### src/rtl/rcn_slave_fifo.sv
`default_nettype none
// ============================================================================
//  Module   : rcn_slave_fifo
//  Brief    : Ring-bus slave that turns hit requests into fixed-latency backend
//             accesses and reinserts their responses through a 4-deep FIFO.
//  Revision : 1.0  initial release
// ============================================================================
module rcn_slave_fifo #(
    parameter logic [23:0] ADDR_MASK = 24'hFF0000,
    parameter logic [23:0] ADDR_BASE = 24'h000000,
    parameter int          RD_DELAY  = 1
) (
    input  logic        clk,
    input  logic        rst,
    input  logic [68:0] rcn_in,
    output logic [68:0] rcn_out,
    output logic        cs,
    output logic        wr,
    output logic [3:0]  mask,
    output logic [23:0] addr,
    output logic [31:0] wdata,
    input  logic [31:0] rdata
);

    localparam int          c_META_W  = 67;
    localparam logic [2:0]  c_CREDITS = 3'd4;

    // Slot fields
    logic        w_vld;
    logic        w_req;
    logic [23:0] w_addr;
    logic        w_hit;
    logic        w_acc;
    logic        w_empty;
    logic        w_pop;
    logic        w_push;
    logic [c_META_W-1:0] w_push_entry;

    // Backend pipeline: valid bits plus the slot body (wr..data) per stage
    logic [RD_DELAY-1:0] r_pv;
    logic [c_META_W-1:0] r_pmeta [RD_DELAY];

    // Response FIFO
    logic [c_META_W-1:0] r_fifo [4];
    logic [1:0]          r_wptr;
    logic [1:0]          r_rptr;
    logic [2:0]          r_fcnt;
    logic [2:0]          r_outstanding;

    assign w_vld   = rcn_in[68];
    assign w_req   = rcn_in[67];
    assign w_addr  = {rcn_in[53:32], 2'b00};
    assign w_hit   = w_vld && w_req && ((w_addr & ADDR_MASK) == ADDR_BASE);
    assign w_acc   = w_hit && (r_outstanding < c_CREDITS);
    assign w_empty = !w_vld || w_acc;
    assign w_pop   = w_empty && (r_fcnt != 3'd0);
    assign w_push  = r_pv[RD_DELAY-1];

    // Writes echo their own data; reads capture the backend result
    assign w_push_entry = {r_pmeta[RD_DELAY-1][66:32],
                           r_pmeta[RD_DELAY-1][66] ? r_pmeta[RD_DELAY-1][31:0] : rdata};

    always_ff @(posedge clk) begin
        if (rst) begin
            r_pv <= '0;
        end else begin
            r_pv[0] <= w_acc;
            for (int k = 1; k < RD_DELAY; k++) begin
                r_pv[k] <= r_pv[k-1];
            end
        end
        if (w_acc) begin
            r_pmeta[0] <= rcn_in[66:0];
        end
        for (int k = 1; k < RD_DELAY; k++) begin
            r_pmeta[k] <= r_pmeta[k-1];
        end
    end

    always_ff @(posedge clk) begin
        if (rst) begin
            r_wptr <= 2'd0;
            r_rptr <= 2'd0;
            r_fcnt <= 3'd0;
        end else begin
            if (w_push) begin
                r_fifo[r_wptr] <= w_push_entry;
                r_wptr         <= r_wptr + 2'd1;
            end
            if (w_pop) begin
                r_rptr <= r_rptr + 2'd1;
            end
            case ({w_push, w_pop})
                2'b10:   r_fcnt <= r_fcnt + 3'd1;
                2'b01:   r_fcnt <= r_fcnt - 3'd1;
                default: r_fcnt <= r_fcnt;
            endcase
        end
    end

    // Credits span both the backend pipeline and the FIFO, so a push can never overflow
    always_ff @(posedge clk) begin
        if (rst) begin
            r_outstanding <= 3'd0;
        end else begin
            case ({w_acc, w_pop})
                2'b10:   r_outstanding <= r_outstanding + 3'd1;
                2'b01:   r_outstanding <= r_outstanding - 3'd1;
                default: r_outstanding <= r_outstanding;
            endcase
        end
    end

    always_ff @(posedge clk) begin
        if (rst) begin
            rcn_out <= 69'd0;
        end else if (w_pop) begin
            rcn_out <= {1'b1, 1'b0, r_fifo[r_rptr]};
        end else if (w_acc) begin
            rcn_out <= 69'd0;
        end else begin
            rcn_out <= rcn_in;
        end
    end

    always_ff @(posedge clk) begin
        if (rst) begin
            cs    <= 1'b0;
            wr    <= 1'b0;
            mask  <= 4'd0;
            addr  <= 24'd0;
            wdata <= 32'd0;
        end else begin
            cs <= w_acc;
            if (w_acc) begin
                wr    <= rcn_in[66];
                mask  <= rcn_in[57:54];
                addr  <= w_addr;
                wdata <= rcn_in[31:0];
            end
        end
    end

endmodule
`default_nettype wire

### config.mk
export PLATFORM = sky130hd
export DESIGN_NAME = rcn_slave_fifo
export DESIGN_NICKNAME = d
export VERILOG_FILES = /design/src/rtl/rcn_slave_fifo.sv
export SDC_FILE = /design/constraint.sdc
export NUM_CORES = 1
export LEC_CHECK = 0
export ABC_CLOCK_PERIOD_IN_PS = 4450
export CAP_MARGIN = 25
export CORE_MARGIN = 4
export CORE_UTILIZATION = 50
export CTS_CLUSTER_SIZE = 8
export DETAILED_ROUTE_END_ITERATION = 8
export PLACE_DENSITY_LB_ADDON = 0.3
export SLEW_MARGIN = 5
export SYNTH_ARGS = -nofsm -noshare
export SYNTH_HDL_FRONTEND = slang
export SYNTH_SLANG_ARGS = --single-unit
### constraint.sdc
create_clock -name clk -period 4.45 [get_ports clk]
set_input_delay 0.445 -clock clk [delete_from_list [all_inputs] [get_ports clk]]
set_output_delay 0.445 -clock clk [all_outputs]
set_load 0.005 [all_outputs]
## After elaboration in Yosys (flattened, before gate mapping)

Memory sizes are Yosys's and may differ from the RTL's. A register that Yosys moved wholly into a read port is not among the register bits.
Index checks and enable logic that the tools add are counted.
Widths: inputs -> output; s select.

| cells by class | value |
|---|---|
| $add $sub $neg | 6 |
| multipliers | 0 |
| div/mod/pow operators | 0 |
| $lt $le $gt $ge | 1 |
| equal/unequal tests | 4 |
| shift operators | 0 |
| multiplexer cells | 12 |
| bitwise logic cells | 0 |
| reductions and logical operators | 11 |

Operators by type and width:

| kind | number |
|---|---|
| $mux 69 | 2 |
| $mux 32 | 1 |
| $logic_not 24->1 | 1 |
| $pmux 3 s2 | 2 |
| $add 3x1->3 const B | 2 |
| $sub 3x1->3 const B | 2 |
| $mux 1 | 5 |
| $add 2x1->2 const B | 2 |
| $eq 2x1->1 const B | 2 |
| $eq 2x2->1 const B | 2 |
| $logic_and 1x1->1 | 4 |
| $mux 2 | 2 |
| $reduce_bool 2->1 | 2 |
| $lt 3x3->1 const B | 1 |
| $reduce_bool 3->1 | 1 |
| $reduce_or 3->1 | 1 |
| $logic_not 1->1 | 1 |
| $logic_or 1x1->1 | 1 |

| word-level totals | value |
|---|---|
| bits in registers | 139 |
| bits in latches | 0 |
| RAM bits | 335 |
| bits in read-only memories | 0 |
| bits of input ports | 103 |
| output and inout port bits | 131 |
| word-level logic and storage cells | 47 |
| memories | 2 |

Memories:

| name | depth | bits a word | read ports | clocked after memory_dff | wr ports | line | source |
|---|---|---|---|---|---|---|---|
| r_fifo | 4 | 67 | 1 | 1 | 1 | 44 | `logic [c_META_W-1:0] r_fifo [4];` |
| r_pmeta | 1 | 67 | 1 | 0 | 1 | 41 | `logic [c_META_W-1:0] r_pmeta [RD_DELAY];` |

## Longest topological paths before layout

Gate-level depths: netlist (run 1).

| depth | value |
|---|---|
| depth after elaboration | 7 |
| mapped depth | 13 |

## Worst setup path after synthesis (run 1)

Ideal clock, no wire load.

| path | value |
|---|---|
| path kind | input port to flip-flop |
| start point | input port rst |
| end point | memory r_fifo[0][0] (enable) |
| data arrival time | 2469 ps |
| data required time | 4017 ps |
| path slack | 1548 ps |
| stages | 3 |
| buffers on the path | 1 |
| cells stage by stage | inv_1 > clkbuf_1 > and3_1 |

| between the ends | value |
|---|---|
| word-level cells in the longest chain between the ends | 2 |

RTL lines:

| item | line | source |
|---|---|---|
| start, declared | 14 | `input logic rst,` |
| $mux 1 | 81 | `if (rst) begin` |
| $mux 1 (implied by the code) | 87 | `r_fifo[r_wptr] <= w_push_entry;` |
| end, declared | 44 |  |

No other way between the ends.

## Worst setup path after layout (run 1)

| path | value |
|---|---|
| start point | input port rcn_in[48] |
| end point | register r_outstanding[2] |

| between the ends | value |
|---|---|
| word-level cells in the longest chain between the ends | 7 |
| elaborated cells on any way between the ends | 9 |
| those cells by class | eq/ne: 2; mux: 1; reduce/logical: 6 |

RTL lines:

| item | line | source |
|---|---|---|
| start, declared | 15 | `input logic [68:0] rcn_in,` |
| $logic_not 24->1 * | 53 | `assign w_hit = w_vld && w_req && ((w_addr & ADDR_MASK) == ADDR_BASE);` |
| $logic_and 1x1->1 * | 53 |  |
| $logic_and 1x1->1 * | 54 | `assign w_acc = w_hit && (r_outstanding < c_CREDITS);` |
| $logic_or 1x1->1 | 55 | `assign w_empty = !w_vld \|\| w_acc;` |
| $logic_and 1x1->1 | 56 | `assign w_pop = w_empty && (r_fcnt != 3'd0);` |
| $eq 2x1->1 or $eq 2x2->1 (tied branches) | 106 | `case ({w_acc, w_pop})` |
| $pmux 3 s2 or $reduce_bool 2->1 (tied branches) | - |  |
| end signal, assigned | 107 | `2'b10: r_outstanding <= r_outstanding + 3'd1;` |
| end signal, assigned | 108 | `2'b01: r_outstanding <= r_outstanding - 3'd1;` |
| end signal, assigned | 109 | `default: r_outstanding <= r_outstanding;` |
| end, declared | 48 | `logic [2:0] r_outstanding;` |

Every way passes the cells marked *; elsewhere a longest branch is shown, timed or not.
A chain may end at the register's enable or synchronous reset.

==> results of run 1 <==
synthesized netlist by cell type:
library cell	instances
sky130_fd_sc_hd__a21oi_1	59
sky130_fd_sc_hd__buf_4	4
sky130_fd_sc_hd__nor4_4	2
sky130_fd_sc_hd__or3_1	3
sky130_fd_sc_hd__clkbuf_1	49
sky130_fd_sc_hd__a31o_1	8
sky130_fd_sc_hd__nor2_1	10
sky130_fd_sc_hd__fa_1	2
sky130_fd_sc_hd__inv_1	15
sky130_fd_sc_hd__nor2b_1	1
sky130_fd_sc_hd__and4_1	1
sky130_fd_sc_hd__edfxtp_1	335
sky130_fd_sc_hd__nand4_1	2
sky130_fd_sc_hd__or2_1	1
sky130_fd_sc_hd__nor4b_1	46
sky130_fd_sc_hd__mux4_2	67
sky130_fd_sc_hd__and3_1	13
sky130_fd_sc_hd__or4_1	1
sky130_fd_sc_hd__buf_1	10
sky130_fd_sc_hd__nand2_1	123
sky130_fd_sc_hd__nor3_1	22
sky130_fd_sc_hd__a31oi_2	1
sky130_fd_sc_hd__o21ai_0	3
sky130_fd_sc_hd__o31ai_1	1
sky130_fd_sc_hd__ha_1	6
sky130_fd_sc_hd__dfxtp_1	141
sky130_fd_sc_hd__xor2_1	4
sky130_fd_sc_hd__buf_6	2
sky130_fd_sc_hd__a31o_2	59
sky130_fd_sc_hd__xnor2_1	1
sky130_fd_sc_hd__conb_1	1
sky130_fd_sc_hd__mux2_2	32
sky130_fd_sc_hd__buf_2	12
sky130_fd_sc_hd__mux2i_1	1
sequential cells by signal, indices dropped and copies added (netlist names), named ones only:
name and flops:
wdata 32, cs 1, r_fifo 268, mask 4, addr 22, r_wptr 2, r_fcnt 3, r_pmeta 67
r_rptr 2, rcn_out 69, r_outstanding 3, wr 1
final cells by class:
type	instances	area [µm²]
sequential	476	12900
fill	2450	12200
multi-input combinational	471	4200
timing repair buffer	249	2540
clock buffer	122	1990
tap	455	569
inverter	15	57.6
clock inverter	5	47.5
antenna	2	5.00
power groups by stage:
stage                     registers (W)  clock network, W   logic, W
after floorplan                 0.00485                 0  0.0000845
after global placement          0.00484                 0   0.000308
after detailed placement        0.00484                 0   0.000312
after CTS                       0.00476           0.00492   0.000314
after global routing            0.00475           0.00513   0.000331
final                           0.00476           0.00482   0.000312
per-layer routing:
layer,track usage (%),wire length [µm],up-vias
met5,0,0,-
met4,7.14,943,0
met3,5.25,2810,67
met2,36.6,21000,375
met1,28.3,16900,5267
li1,-,-,4520
worst min path at each step:
stage	from	to	slack [ns]	cells past startpoint
after floorplan	addr[10]$_SDFFE_PP0P_	addr[10]$_SDFFE_PP0P_	0.45	2
after global placement	addr[8]$_SDFFE_PP0P_	addr[8]$_SDFFE_PP0P_	0.44	2
after CTS	wdata[18]$_SDFFE_PP0P_	wdata[18]$_SDFFE_PP0P_	0.45	2
after global routing	wdata[23]$_SDFFE_PP0P_	wdata[23]$_SDFFE_PP0P_	0.47	2
after detailed placement	wdata[18]$_SDFFE_PP0P_	wdata[18]$_SDFFE_PP0P_	0.44	2
final	wdata[18]$_SDFFE_PP0P_	wdata[18]$_SDFFE_PP0P_	0.45	2
worst max-delay path: stages:
cell and delay (ns):
sky130_fd_sc_hd__clkdlybuf4s50_1 0.48, sky130_fd_sc_hd__nor4_4 0.47, sky130_fd_sc_hd__a31oi_4 0.14, sky130_fd_sc_hd__or2_2 0.30, sky130_fd_sc_hd__inv_1 0.08, sky130_fd_sc_hd__ha_1 0.19
sky130_fd_sc_hd__inv_1 0.06, sky130_fd_sc_hd__fa_1 0.37, sky130_fd_sc_hd__xor2_1 0.16, sky130_fd_sc_hd__or3_1 0.30, sky130_fd_sc_hd__a21oi_1 0.14
stage by stage:
| step | hold slack [ns] | setup WS, ns | instances |
|---|---|---|---|
| 2_1_floorplan | 0.448 | 1.55 | 1039 |
| 5_1_grt | 0.472 | 1.65 | 1795 |
| 3_5_place_dp | 0.442 | 1.23 | 1666 |
| 4_1_cts | 0.449 | 1.83 | 1793 |
| 6_report | 0.449 | 1.80 | 1795 |
| 3_3_place_gp | 0.438 | 1.28 | 1665 |
cell families (layout without fill, tap and decap cells):
logic type      after synthesis  count (layout)
buf+inv                      92             391
xor+xnor                      5               5
other cells                   1               4
simple gates                225             225
fa+ha+maj                     8               8
flops                       476             476
compound gates              131             131
mux                         100             100
==> summary.log, run 1 <==
[outcome] run status completed
[route] number of detailed-routing iterations run before antenna repair 5
[clocking] number of clock buffers inserted by TritonCTS 69
[placed_design] port bufs 231
[yosys] simple-gate share of the synthesized area 6.86%
[yosys] Post-Synthesis Cell Area 17,400 µm²
[sta] transition at the pin with the smallest max-transition slack 1.04 ns
[route] Vias/cell 5.70
[yosys] compound-gate portion of the synthesized area 5.26%
[clocking] clock tree from TritonCTS done
[clocking] clock latency on the worst-skew pair 0.57 ns
[grt] largest net degree at the start of global routing 73
[sta] number of slew-limit violations in the final report 0
[yosys] number of register bits inferred by synthesis 476
[route] drt wl/cell 23.2 µm
[yosys] synthesized instance count 1,038
[power_and_ir_drop] switching pwr 0.00196 W
[clocking] CTS-repair resized insts 0
[power_and_ir_drop] cell-internal power 0.00793 W
[grt] first-pass GRT wire length 63.9 mm
[yosys] library cell occupying the most area in the post-synthesis netlist sky130_fd_sc_hd__edfxtp_1
[critical_path] Reg-to-Reg Start r_outstanding[2]$_SDFFE_PP0P_
[sta] Final period util 59.7%
[power_and_ir_drop] leakage power figure 7.18 nW
[finish] final core utilization 64.7%
[placed_design] DP HPWL 23.2 mm
[sta] Slew Limit Headroom 30.6%
[route] number of nets still failing antenna checks after routing 0
[sta] Final Skew 0.0191 ns
[sta] unrepaired setup endpoints after global routing false
[yosys] multiplexer share of the synthesized area 10.8%
[critical_path] Critical Path End Type flop
[job] Max-Cap Viols 0
[yosys] Post-Synthesis Mean Instance Area 16.8 µm²
[clocking] number of hold buffers added after cts 0
[route] Starting DRT DRC Count 714
[critical_path] classification of the worst setup path input port to flop
[route] sum of routed wire length over all layers 41.7 mm
[clocking] Clock H-tree levels 3
[critical_path] Worst Setup EP r_outstanding[2]$_SDFFE_PP0P_
[sta] achievable frequency 0.377 GHz
[finish] area growth from synthesis to layout 28.0%
[power_and_ir_drop] switching portion of total power 19.8%
[placed_design] GPL Wtd Cong 0.756
[hold_path] worst hold path class flop to flop
[power_and_ir_drop] proportion of power drawn by the clock network 48.7%
[floorplan] I/O pin count 234
[grt] via count of the first global-routing pass 10,800
[floorplan] area of the core region 34,500 µm²
[clocking] clock tree sinks 476
[floorplan] floorplan die width 195 µm
[clocking] buffers from clock root to sink, at most 3
[critical_path] Max Fanout on Critical Path 4
[clocking] clock slew at reported path FFs 0.05 ns
[critical_path] launch point of the worst path rcn_in[48]
[grt] GRT Overall Usage 21.8%
[critical_path] register-to-register setup slack 1.92 ns
[power_and_ir_drop] worst ir drop on vdd 0.277 mV
[placed_design] cell area after placement 20,300 µm²
[yosys] synthesized-area fraction occupied by xor and xnor cells 0.251%
[power_and_ir_drop] total power per unit cell area 443 nW/µm²
[power_and_ir_drop] fraction of power consumed by combinational cells 3.2%
[grt] initial antenna violation count 2
[floorplan] effective utilization at floorplan 50.6%
[sta] crit path time final 2.65 ns
[yosys] number of different library cells in the post-synthesis netlist 34
[floorplan] number of cell rows 68
[yosys] proportion of synthesized chip area in sequential cells 73.9%
[power_and_ir_drop] post-layout power 0.00989 W
[sta] setup tns final 0 ns
[yosys] top cells by area in the synthesized netlist sky130_fd_sc_hd__edfxtp_1 (58%), sky130_fd_sc_hd__dfxtp_1 (16%), sky130_fd_sc_hd__mux4_2 (8.7%)
[finish] top library cells by usage in the layout, fill and taps aside sky130_fd_sc_hd__edfxtp_1 (335), sky130_fd_sc_hd__clkdlybuf4s50_1 (230), sky130_fd_sc_hd__dfxtp_1 (139), sky130_fd_sc_hd__nand2_1 (123), sky130_fd_sc_hd__clkbuf_16 (72)
[critical_path] number of cells traversed by the worst register-to-register path 10
[route] number of remaining DRC errors 0
[yosys] area fraction of the dominant cell type after synthesis 57.7%
[sta] final setup fails 0
[grt] Congestion Overflow GR 0
[power_and_ir_drop] Seq pwr share 48.1%
[clocking] CTS root buf sky130_fd_sc_hd__clkbuf_16
[yosys] share of synthesized cell area in full adder, half adder and majority cells 0.660%
[yosys] combinational family with the most area after synthesis multiplexers
[finish] Post-layout nets 1,393
[sta] final hold violation count 0
[critical_path] critical register-to-register path endpoint r_outstanding[2]$_SDFFE_PP0P_
[yosys] Ys Warns 0
[floorplan] die area 37,900 µm²
[clocking] post-CTS setup repair buffer count 0
[finish] design area 22,300 µm²
[critical_path] Worst Path Required 4.94 ns
[route] DR vias 10,200
[finish] ratio of cells with drive above 1 in the final layout 20.0%
[critical_path] type of element launching the critical path input port
[critical_path] Arrival @ worst endpoint 3.14 ns
[floorplan] die span in y 195 µm
[finish] leading cell type in the layout, fill and taps excluded sky130_fd_sc_hd__edfxtp_1
(Power assumes the default switching activity.)
==> run 2, diff against run 1 <==
Settings changed: ABC_CLOCK_PERIOD_IN_PS 4450 to 2200, CORE_UTILIZATION 50 to 49.
Clock period 4.45 ns to 2.2 ns, I/O delays scaled along.
==> summary.log, run 2 (same netlist as run 1, synthesis figures left out) <==
[grt] first-pass GRT wire length 64.8 mm
[clocking] clock latency on the worst-skew pair 0.55 ns
[sta] setup tns final 0 ns
[critical_path] critical register-to-register path endpoint r_fcnt[2]$_SDFFE_PP0P_
[finish] register with the highest flop count r_fifo
[floorplan] die span in y 197 µm
[sta] Final period util 98.5%
[critical_path] Max Fanout on Critical Path 3
[route] number of detailed-routing iterations run before antenna repair 5
[power_and_ir_drop] worst ir drop on vdd 0.533 mV
[critical_path] Arrival @ worst endpoint 2.65 ns
[clocking] clock tree sinks 476
[critical_path] register-to-register setup slack 0.03 ns
[floorplan] area of the core region 34,800 µm²
[hold_path] Hold Path Stages 1
[sta] Slew Limit Headroom 37.6%
[sta] final hold violation count 0
[outcome] run status completed
[hold_path] hold_sp rcn_in[46]
[route] sum of routed wire length over all layers 41.9 mm
[finish] leading cell type in the layout, fill and taps excluded sky130_fd_sc_hd__edfxtp_1
[grt] largest net degree at the start of global routing 112
[route] DR vias 10,400
[critical_path] Worst Path Required 2.69 ns
[grt] GRT Overall Usage 21.7%
[sta] achievable frequency 0.462 GHz
[finish] ratio of cells with drive above 1 in the final layout 23.3%
[critical_path] number of cells traversed by the worst register-to-register path 10
[critical_path] Critical Path End Type flop
[finish] biggest registers after layout r_fifo x268, rcn_out x69, r_pmeta x67
[clocking] clock tree from TritonCTS done
[finish] design area 22,800 µm²
[sta] unrepaired setup endpoints after global routing true
[critical_path] type of element launching the critical path flop
[critical_path] Reg-to-Reg Start r_outstanding[2]$_SDFFE_PP0P_
[route] drt wl/cell 22.8 µm
[floorplan] number of cell rows 68
[sta] number of slew-limit violations in the final report 0
[critical_path] classification of the worst setup path flop to flop
[sta] Final Skew 0.0326 ns
[finish] top library cells by usage in the layout, fill and taps aside sky130_fd_sc_hd__edfxtp_1 (335), sky130_fd_sc_hd__clkdlybuf4s50_1 (229), sky130_fd_sc_hd__dfxtp_1 (138), sky130_fd_sc_hd__nand2_1 (123), sky130_fd_sc_hd__clkbuf_16 (71)
[clocking] buffers from clock root to sink, at most 3
[sta] crit path time final 2.17 ns
[grt] Congestion Overflow GR 0
[floorplan] die area 38,600 µm²
[finish] Antenna Cells 0
[critical_path] Crit-path slowest cell sky130_fd_sc_hd__dfxtp_2
[floorplan] I/O pin count 234
[power_and_ir_drop] leakage power figure 7.48 nW
[floorplan] floorplan die width 197 µm
[route] Vias/cell 5.63
[placed_design] GPL Wtd Cong 0.766
[route] Starting DRT DRC Count 678
[hold_path] worst hold path class input port to flop
[finish] number of flip-flops under the largest register name 268
[power_and_ir_drop] total power per unit cell area 868 nW/µm²
[grt] initial antenna violation count 1
[placed_design] cell area after placement 20,800 µm²
[route] number of remaining DRC errors 0
[finish] area growth from synthesis to layout 31.0%
[grt] via count of the first global-routing pass 11,000
[power_and_ir_drop] post-layout power 0.0198 W
[sta] final setup fails 0
[clocking] CTS root buf sky130_fd_sc_hd__clkbuf_16
[floorplan] effective utilization at floorplan 50.1%
[job] Max-Cap Viols 0
[finish] Filler Cells Inserted 2,391
[clocking] number of hold buffers added after cts 0
[clocking] clock slew at reported path FFs 0.05 ns
[finish] Post-layout nets 1,443
[hold_path] end of the worst hold path r_pmeta[0][46]$_DFFE_PP_
[placed_design] DP HPWL 25.0 mm
[finish] final core utilization 65.6%
[placed_design] port bufs 231
[critical_path] largest stage delay on the critical path 0.33 ns
[route] number of nets still failing antenna checks after routing 0
[clocking] number of clock buffers inserted by TritonCTS 69
[critical_path] cell breakdown of the critical path nor4_4 > a31oi_4 > or2_4 > inv_4 > ha_4 > inv_2 > fa_2 > xor2_1 > or3_1 > a21oi_2
[sta] transition at the pin with the smallest max-transition slack 0.936 ns
[clocking] Clock H-tree levels 3
[run 2: timing repair]
action,CTS,global route
buffers inserted,1,1
pin swaps,1,1
resized for setup,3,2
setup endpoints to repair,2,2
[run 2: worst max-delay path by stage]
stage	from	end	cells after the start	slack [ns]
final	r_outstanding[2]$_SDFFE_PP0P_	r_fcnt[2]$_SDFFE_PP0P_	10	0.03
after global routing	r_outstanding[2]$_SDFFE_PP0P_	r_fcnt[2]$_SDFFE_PP0P_	10	-0.06
after CTS	r_outstanding[2]$_SDFFE_PP0P_	r_outstanding[2]$_SDFFE_PP0P_	10	-0.002
after detailed placement	rcn_in[46]	r_outstanding[2]$_SDFFE_PP0P_	11	-0.67
after global placement	rcn_in[46]	r_outstanding[2]$_SDFFE_PP0P_	11	-0.61
after floorplan	rcn_in[51]	r_pmeta[0][0]$_DFFE_PP_	3	-0.41
[run 2: worst max-delay path, delay by kind of cell, from the launching register on]
kind,cells,cell delay (ns)
simple gates,3,0.80
fa+ha+maj,2,0.45
buf+inv,2,0.10
xor+xnor,1,0.15
compound gates,2,0.26
flops,1,0.33
[run 2: through the flow]
stage	std cells	worst slack (ns)	hold slack, ns
4_1_cts	1839	-0.00168	0.238
3_5_place_dp	1714	-0.671	0.444
2_1_floorplan	1039	-0.412	0.319
6_report	1840	0.0332	0.0975
5_1_grt	1840	-0.0624	0.0873
3_3_place_gp	1714	-0.609	0.438
[run 2: power breakdown]
part / internal (W) / leakage [nW] / switching, W
Combinational: 0.000381 / 2.37 / 0.000277
Clock: 0.00599 / 0.944 / 0.00355
Sequential: 0.00960 / 4.17 / 0.0000232
[run 2: per-layer routing]
layer  up-vias  wire, µm  GRT usage, %
met3        77      2760          4.58
li1       4619         -             -
met1      5296     17100          28.7
met5         -        15             0
met2       363     20900          35.9
met4         2      1180          7.86
[run 2: layout make-up]
cell class                      instances  area (µm²)  share of cell area [%]
Clock buffer                          122        1970                    8.62
Clock inverter                          2        13.8                  0.0603
Inverter                               15        60.1                   0.263
Multi-Input combinational cell        471        4240                    18.6
Sequential cell                       476       12900                    56.4
Tap cell                              455         569                    2.49
Timing Repair Buffer                  299        3100                    13.6
